===== src/rtl/fighter_palette_sched.sv =====
// Shares one combinational sprite palette between the two fighter pipelines,
// composites the two sprites over the background and applies per-fighter hit-flash.
module fighter_palette_sched #(
    parameter int unsigned FLASH_FRAMES = 16,
    parameter logic [11:0] FLASH_RGB    = 12'hFFF,
    parameter bit          BG_PASS      = 1'b1
) (
    input  logic        Clk,
    input  logic        Reset,
    input  logic        pix_en,
    input  logic [3:0]  p1_index,
    input  logic [3:0]  p2_index,
    input  logic [11:0] bg_rgb,
    input  logic        p2_front,
    input  logic        vsync_n,
    input  logic        p1_hit,
    input  logic        p2_hit,
    output logic [3:0]  pal_index,
    input  logic [11:0] pal_rgb,
    output logic [11:0] rgb_out,
    output logic        rgb_valid,
    output logic        busy,
    output logic        overrun,
    output logic [1:0]  dbg_state
);

    localparam logic [1:0] IDLE  = 2'd0;
    localparam logic [1:0] LOOK1 = 2'd1;
    localparam logic [1:0] LOOK2 = 2'd2;
    localparam logic [1:0] EMIT  = 2'd3;

    localparam logic [7:0] FLASH_LOAD = 8'(FLASH_FRAMES);

    // Handshake: pix_en is a one-cycle strobe accepted only in IDLE (busy=0);
    // rgb_valid is a one-cycle strobe with no back-pressure from the mapper.
    logic [1:0]  state_q, state_d;
    logic [3:0]  hold_p1_q, hold_p2_q;
    logic [11:0] hold_bg_q;
    logic        hold_front_q;
    logic [11:0] c1_q;
    logic        t1_q;
    logic [3:0]  pal_last_q;
    logic [11:0] rgb_out_q;
    logic        rgb_valid_q;
    logic        overrun_q;
    logic [1:0]  vs_q;
    logic [7:0]  flash1_q, flash1_d;
    logic [7:0]  flash2_q, flash2_d;

    logic        tick;
    logic        t2;
    logic [11:0] col1, col2, bg_col, mix;

    assign busy      = (state_q != IDLE);
    assign rgb_out   = rgb_out_q;
    assign rgb_valid = rgb_valid_q;
    assign overrun   = overrun_q;
    assign dbg_state = state_q;
    assign tick      = vs_q[1] & ~vs_q[0];

    always_comb begin
        state_d = state_q;
        case (state_q)
            IDLE:    if (pix_en) state_d = LOOK1;
            LOOK1:   state_d = LOOK2;
            LOOK2:   state_d = EMIT;
            default: state_d = IDLE;
        endcase
    end

    always_comb begin
        pal_index = pal_last_q;
        if (state_q == LOOK1)      pal_index = hold_p1_q;
        else if (state_q == LOOK2) pal_index = hold_p2_q;
    end

    // Fighter 2's colour comes straight off the palette in LOOK2 so the
    // composite can be registered on entry to EMIT.
    always_comb begin
        col1   = flash1_q[0] ? FLASH_RGB : c1_q;
        col2   = flash2_q[0] ? FLASH_RGB : pal_rgb;
        t2     = (hold_p2_q == 4'd0);
        bg_col = BG_PASS ? hold_bg_q : 12'h000;
        if (hold_front_q) mix = !t2 ? col2 : (!t1_q ? col1 : bg_col);
        else              mix = !t1_q ? col1 : (!t2 ? col2 : bg_col);
    end

    always_comb begin
        flash1_d = flash1_q;
        flash2_d = flash2_q;
        if (p1_hit)                         flash1_d = FLASH_LOAD;
        else if (tick && flash1_q != 8'd0)  flash1_d = flash1_q - 8'd1;
        if (p2_hit)                         flash2_d = FLASH_LOAD;
        else if (tick && flash2_q != 8'd0)  flash2_d = flash2_q - 8'd1;
    end

    always_ff @(posedge Clk or posedge Reset) begin
        if (Reset) begin
            state_q      <= IDLE;
            hold_p1_q    <= 4'd0;
            hold_p2_q    <= 4'd0;
            hold_bg_q    <= 12'h000;
            hold_front_q <= 1'b0;
            c1_q         <= 12'h000;
            t1_q         <= 1'b1;
            pal_last_q   <= 4'd0;
            rgb_out_q    <= 12'h000;
            rgb_valid_q  <= 1'b0;
            overrun_q    <= 1'b0;
            vs_q         <= 2'b11;
            flash1_q     <= 8'd0;
            flash2_q     <= 8'd0;
        end else begin
            state_q     <= state_d;
            pal_last_q  <= pal_index;
            vs_q        <= {vs_q[0], vsync_n};
            flash1_q    <= flash1_d;
            flash2_q    <= flash2_d;
            rgb_valid_q <= (state_q == LOOK2);
            if (pix_en && busy) overrun_q <= 1'b1;
            if (state_q == IDLE && pix_en) begin
                hold_p1_q    <= p1_index;
                hold_p2_q    <= p2_index;
                hold_bg_q    <= bg_rgb;
                hold_front_q <= p2_front;
            end
            if (state_q == LOOK1) begin
                c1_q <= pal_rgb;
                t1_q <= (hold_p1_q == 4'd0);
            end
            if (state_q == LOOK2) rgb_out_q <= mix;
        end
    end

endmodule

===== config.mk =====
export PLATFORM = sky130hd
export DESIGN_NAME = fighter_palette_sched
export DESIGN_NICKNAME = d
export VERILOG_FILES = /design/src/rtl/fighter_palette_sched.sv
export SDC_FILE = /design/constraint.sdc
export NUM_CORES = 1
export LEC_CHECK = 0
export ABC_AREA = 1
export CAP_MARGIN = 40
export CORE_ASPECT_RATIO = 0.6
export CORE_UTILIZATION = 50
export CTS_BUF_LIST = sky130_fd_sc_hd__clkbuf_2 sky130_fd_sc_hd__clkbuf_4 sky130_fd_sc_hd__clkbuf_8
export CTS_CLUSTER_SIZE = 12
export DETAILED_ROUTE_END_ITERATION = 8
export PLACE_DENSITY = 0.79
export SYNTH_ARGS = -nofsm -noshare
export SYNTH_HDL_FRONTEND = slang
export SYNTH_SLANG_ARGS = --single-unit

===== constraint.sdc =====
create_clock -name Clk -period 2.08 [get_ports Clk]
set_input_delay 0.312 -clock Clk [delete_from_list [all_inputs] [get_ports Clk]]
set_output_delay 0.312 -clock Clk [all_outputs]
set_load 0.02 [all_outputs]

# Word level (Yosys, flattened, before mapping)
# Cells that the tools add are included.
dict set report classes {
  reduce_logical 12
  bitwise 2
  n_eq_ne 3
  n_mux 15
  add_sub_neg 2
}
# op n
set ops {}
lappend ops {{$mux W12} 7}
lappend ops {{$mux W8} 4}
lappend ops {{$reduce_bool A8 Y1} 2}
lappend ops {{$sub A8 B1 Y8 const B} 2}
lappend ops {{$logic_not A4 Y1} 2}
lappend ops {{$mux W4} 2}
lappend ops {{$pmux W2 S3} 1}
lappend ops {{$reduce_bool A2 Y1} 3}
lappend ops {{$logic_and A1 B1 Y1} 4}
lappend ops {{$eq A2 B1 Y1 const B} 1}
lappend ops {{$eq A2 B2 Y1 const B} 1}
lappend ops {{$logic_not A2 Y1} 1}
lappend ops {{$mux W2} 1}
lappend ops {{$ne A2 B2 Y1 const B} 1}
lappend ops {{$and A1 B1 Y1} 1}
lappend ops {{$not A1 Y1} 1}
dict set report totals {
  out_inout_bits 21
  regBits 72
  input_bits 39
  word_cells 48
}

# Logic depth before layout (Yosys ltp)
dict set report depth {
  ltp_word 5
  mapped_depth 9
  depth_no_buf 8
}

# Worst setup path after synthesis
# OpenSTA, ideal clock, no wires.
dict set report synth_path {
  path_type {register to output}
  from {register state_q[0] (netlist: dbg_state[0])}
  to {output port pal_index[2]}
  stages_incl_launch_ff 6
  t_required_ps 1768
  path_buffers 1
  path_slack_ps 206
  arrival_time_ps 1562
  cell_sequence {dfrtp_1 > inv_1 > ha_1 > clkbuf_1 > nand2_1 > a22oi_1}
}
dict set report synth_via {
  elab_chain_cells 3
  elab_cells_between_ends 4
  cone_classes {eq/ne: 2; mux: 2}
}
# element line_no
set synth_rtl {}
lappend synth_rtl {{start: declaration} 36} ;# logic [1:0] state_q, state_d;
lappend synth_rtl {{start signal: assignment} 114} ;# state_q <= state_d;
lappend synth_rtl {{$eq A2 B2 Y1} 74} ;# else if (state_q == LOOK2) pal_index = hold_p2_q;
lappend synth_rtl {{$mux W4} 74}
lappend synth_rtl {{$mux W4 *} 73} ;# if (state_q == LOOK1) pal_index = hold_p1_q;
lappend synth_rtl {{end: declaration} 18} ;# output logic [3:0] pal_index,
# Mark *: on every way between the ends. The rest lies on a longest branch, timed or not.

# Worst setup path after layout
dict set report layout_path {
  from {register state_q[1] (netlist: dbg_state[1])}
  to {output port pal_index[1]}
}
# Same word-level chain as after synthesis.

==> flow_summary.ini <==
[global_route]
antenna_found_initial = 0
grt_use_total_pct = 23.54
grt_pass1_vias = 2713
grt_first_pass_wirelength_um = 13280
grt_max_degree = 39
overflow = 0

[clocking]
cts_setup_buffers = 0
clockRootBuffer = clkbuf_8
cts_max_level = 3
clkTransAtPathRegs_ns = 0.08
clkLatencyLatePin_ns = 0.36
tritoncts = done
cts.sinks = 72
postCtsHoldBufs = 0
cts_buffer_depth = 2
cts_made_buffers = 9

[worst_setup_path]
critPathTopFamily = buffers and inverters
cp.depth = 6
reg2reg_to = rgb_out[5]$_DFFE_PP0P_
startpoint_type = register
max_stage_delay_ns = 0.41
reg2reg_from = t1_q$_DFFE_PP1P_
critPathCaptureType = primary output
arrival_ns = 1.63
path_max_fanout = 7
reg2reg_depth = 5
critical_path_class = register to primary output
crit_buf_inv = 3
path_cells = inv_1, ha_4, inv_1, nor2_1, a21oi_1, clkbuf_2
slowest_stage = dfrtp_1
worst-r2r-setup-slack_ns = 0.42
crit_required_ns = 1.77
critPathMostFrequentCell = inv_1

[placed_design]
dp.cells = 557
port_buffers = 59
placedInstanceArea_mm2 = 0.004283
hpwlAfterDp_um = 5751
gp_congestion = 0.7940

[finish]
seq_area_mm2 = 0.001807
design_area_mm2 = 0.004484
antenna_cells = 0
drive_above_1_share_pct = 15.84
multi_input_area_mm2 = 0.001574
fin_nets = 527
n_fill_cell = 589
layout.cells.non_filler = 573
area_growth_pct = 25.93

[timing]
fin_crit_ns = 1.940
period_share_pct = 93.26
slew_headroom_pct = 68.76
holdWs_ns = 0.3230
worst_pin_slew_ns = 0.4676
rsz0062_at_grt = no
drv_slew = 0
skew_ns = 0.01520
setup_viol = 0
hold_violations = 0
fmax_mhz = 515.5

[floorplan]
dieArea_mm2 = 0.007475
die_h_um = 67.37
core_mm2 = 0.006792
row_count = 23
io_pins = 60
die_w_um = 111.0
start_util_pct = 52.43

[detailed_routing]
drc = 9
drt-vias-per-instance = 5.192
drt_pass1_iterations = 7
routed_wl_um = 8060
wl_per_cell_um = 14.07
vias = 2975
drtIter0Drc = 180
ant_nets = 0

[worst_hold_path]
min_path_type = primary input to asynchronous set/reset pin

[yosys]
synth.area.top_cells = dfrtp_1 (48%), nand2_1 (11%), mux2_2 (6.3%)
synth_seq_cells = 72
yosys_warnings = 0
netlist_area_mm2 = 0.003561
synthesis.instances = 414
synth.top_cell.area_share_pct = 48.49
syn_nets = 460
synth_area_leader_cell = dfrtp_1
synth_cell_types = 28
synth-seq-area-share_pct = 50.70
syn_avg_cell_area_um2 = 8.601

[power_and_ir_drop]
vdd_drop_max_uv = 779.8
p_comb_share_pct = 46.8
p_int_uw = 3805
p_clk_share_pct = 16.2
p_per_area_mw_per_mm2 = 1433
swShare_pct = 40.78
cellLeakagePower_uw = 0.002086
seqPwrFrac_pct = 37.0
power_switching_uw = 2620

[outcome]
failed_checks = design-rule violations
status = complete, but fails checks

[job]
maxCapViolations = 0
cell type report:
| type | instances | share of cell area (%) |
|---|---|---|
| clock inverter | 1 | 0.1116 |
| sequential | 72 | 40.29 |
| multi-input combinational | 289 | 35.10 |
| timing repair buffer | 68 | 14.48 |
| clock buffer | 15 | 4.046 |
| inverter | 41 | 3.544 |
| tap | 87 | 2.427 |
Yosys cell counts, drive strengths merged:
cell and instances:
a22oi 2, nand4 10, nand2 108, clkinv 1, nor2 61, a21oi 21
dfrtp 69, or2 1, nand3 18, ha 7, a21o 1, o21ai 33
o211ai 4, clkbuf 6, dfstp 3, xor2 2, buf 6, nor3 1
mux2 20, inv 40
worst max path at each step:
stage | end | startpoint | slack (ns)
after floorplan | pal_index[2] | dbg_state[0]$_DFFE_PP0P_ | 0.21
after detailed placement | pal_index[2] | dbg_state[0]$_DFFE_PP0P_ | -0.08
after global placement | pal_index[2] | dbg_state[0]$_DFFE_PP0P_ | 0.009
after global routing | pal_index[0] | dbg_state[1]$_DFFE_PP0P_ | 0.03
final | pal_index[1] | dbg_state[1]$_DFFE_PP0P_ | 0.14
after CTS | pal_index[1] | dbg_state[1]$_DFFE_PP0P_ | 0.0006
layout by cell type, fill, tap and decap left out, types with 2 or more instances in the layout:
| cell type | instances |
|---|---|
| nand2_1 | 104 |
| dfrtp_1 | 68 |
| clkdlybuf4s50_1 | 54 |
| nor2_1 | 50 |
| inv_1 | 38 |
| o21ai_0 | 27 |
| mux2_2 | 20 |
| a21oi_1 | 20 |
| nand3_1 | 18 |
| clkbuf_8 | 11 |
| nand4_1 | 10 |
| buf_4 | 8 |
| nor2_4 | 6 |
| ha_1 | 5 |
| nor2_2 | 4 |
| nand2_2 | 4 |
| o21ai_1 | 4 |
| o211ai_1 | 4 |
| clkbuf_4 | 4 |
| dfstp_2 | 3 |
| clkinv_2 | 2 |
| o21ai_2 | 2 |
| xor2_1 | 2 |
| ha_4 | 2 |
| clkbuf_2 | 2 |
| buf_2 | 2 |
power by group through the flow:
stage / registers, uW / logic [uW] / clock network, uW
after floorplan: 2430 / 1880 / 0
after global placement: 2350 / 2900 / 0
after detailed placement: 2380 / 3020 / 0
after CTS: 2360 / 3030 / 1070
after global routing: 2430 / 3370 / 1120
final: 2380 / 3010 / 1040
metal layers:
metal	track usage, %	share of wire [%]	wire length [um]	vias to the layer above
met2	35.77	44	3559	94
met3	6.194	6.2	498	13
li1	-	-	-	1463
met1	33.10	48	3900	1405
met5	0	0	0	-
met4	7.705	1.3	102	0
stage by stage:
step / power, uW / setup TNS (ns) / util [%] / worst slack, ns
2_1_floorplan: 4317 / 0 / - / 0.2060
3_3_place_gp: 5249 / 0 / 63.06 / 0.009353
3_5_place_dp: 5396 / -0.08555 / 63.06 / -0.08269
4_1_cts: 6460 / 0 / 66.19 / 0.0006358
5_1_grt: 6926 / 0 / 66.03 / 0.03463
6_report: 6425 / 0 / 66.03 / 0.1403
kinds of logic (layout without fill, tap and decap cells):
family          after synthesis  in the layout  share of synthesized area, %
simple gates                199            199                         24.70
flops                        72             72                         50.70
compound gates               61             61                         9.276
buf+inv                      53            125                         6.043
mux                          20             20                         6.325
fa+ha+maj                     7              7                         2.459
xor+xnor                      2              2                        0.4920
worst register-to-register path, stage by stage, from the launching register on:
cell,delay [ns]
dfstp_2,0.70
or2_1,0.26
nand2_1,0.24
o21ai_0,0.26
nor2_1,0.06
nor2_1,0.09
sequential cells by signal (all words and copies together), names as in the netlist:
name,flops
bg_col,12
c1_q,12
rgb_out,12
flash1_q,8
flash2_q,8
hold_p1_q,4
hold_p2_q,4
pal_last_q,4
dbg_state,2
vs_q,2
hold_front_q,1
overrun,1
rgb_valid,1
t1_q,1
timing repair:
item                                    CTS  global route
gates resized for setup                  16             8
pin swaps                                 0             0
cloned                                    0             0
endpoints found under the setup margin    5             4
Power figures use the tool's default switching activity.
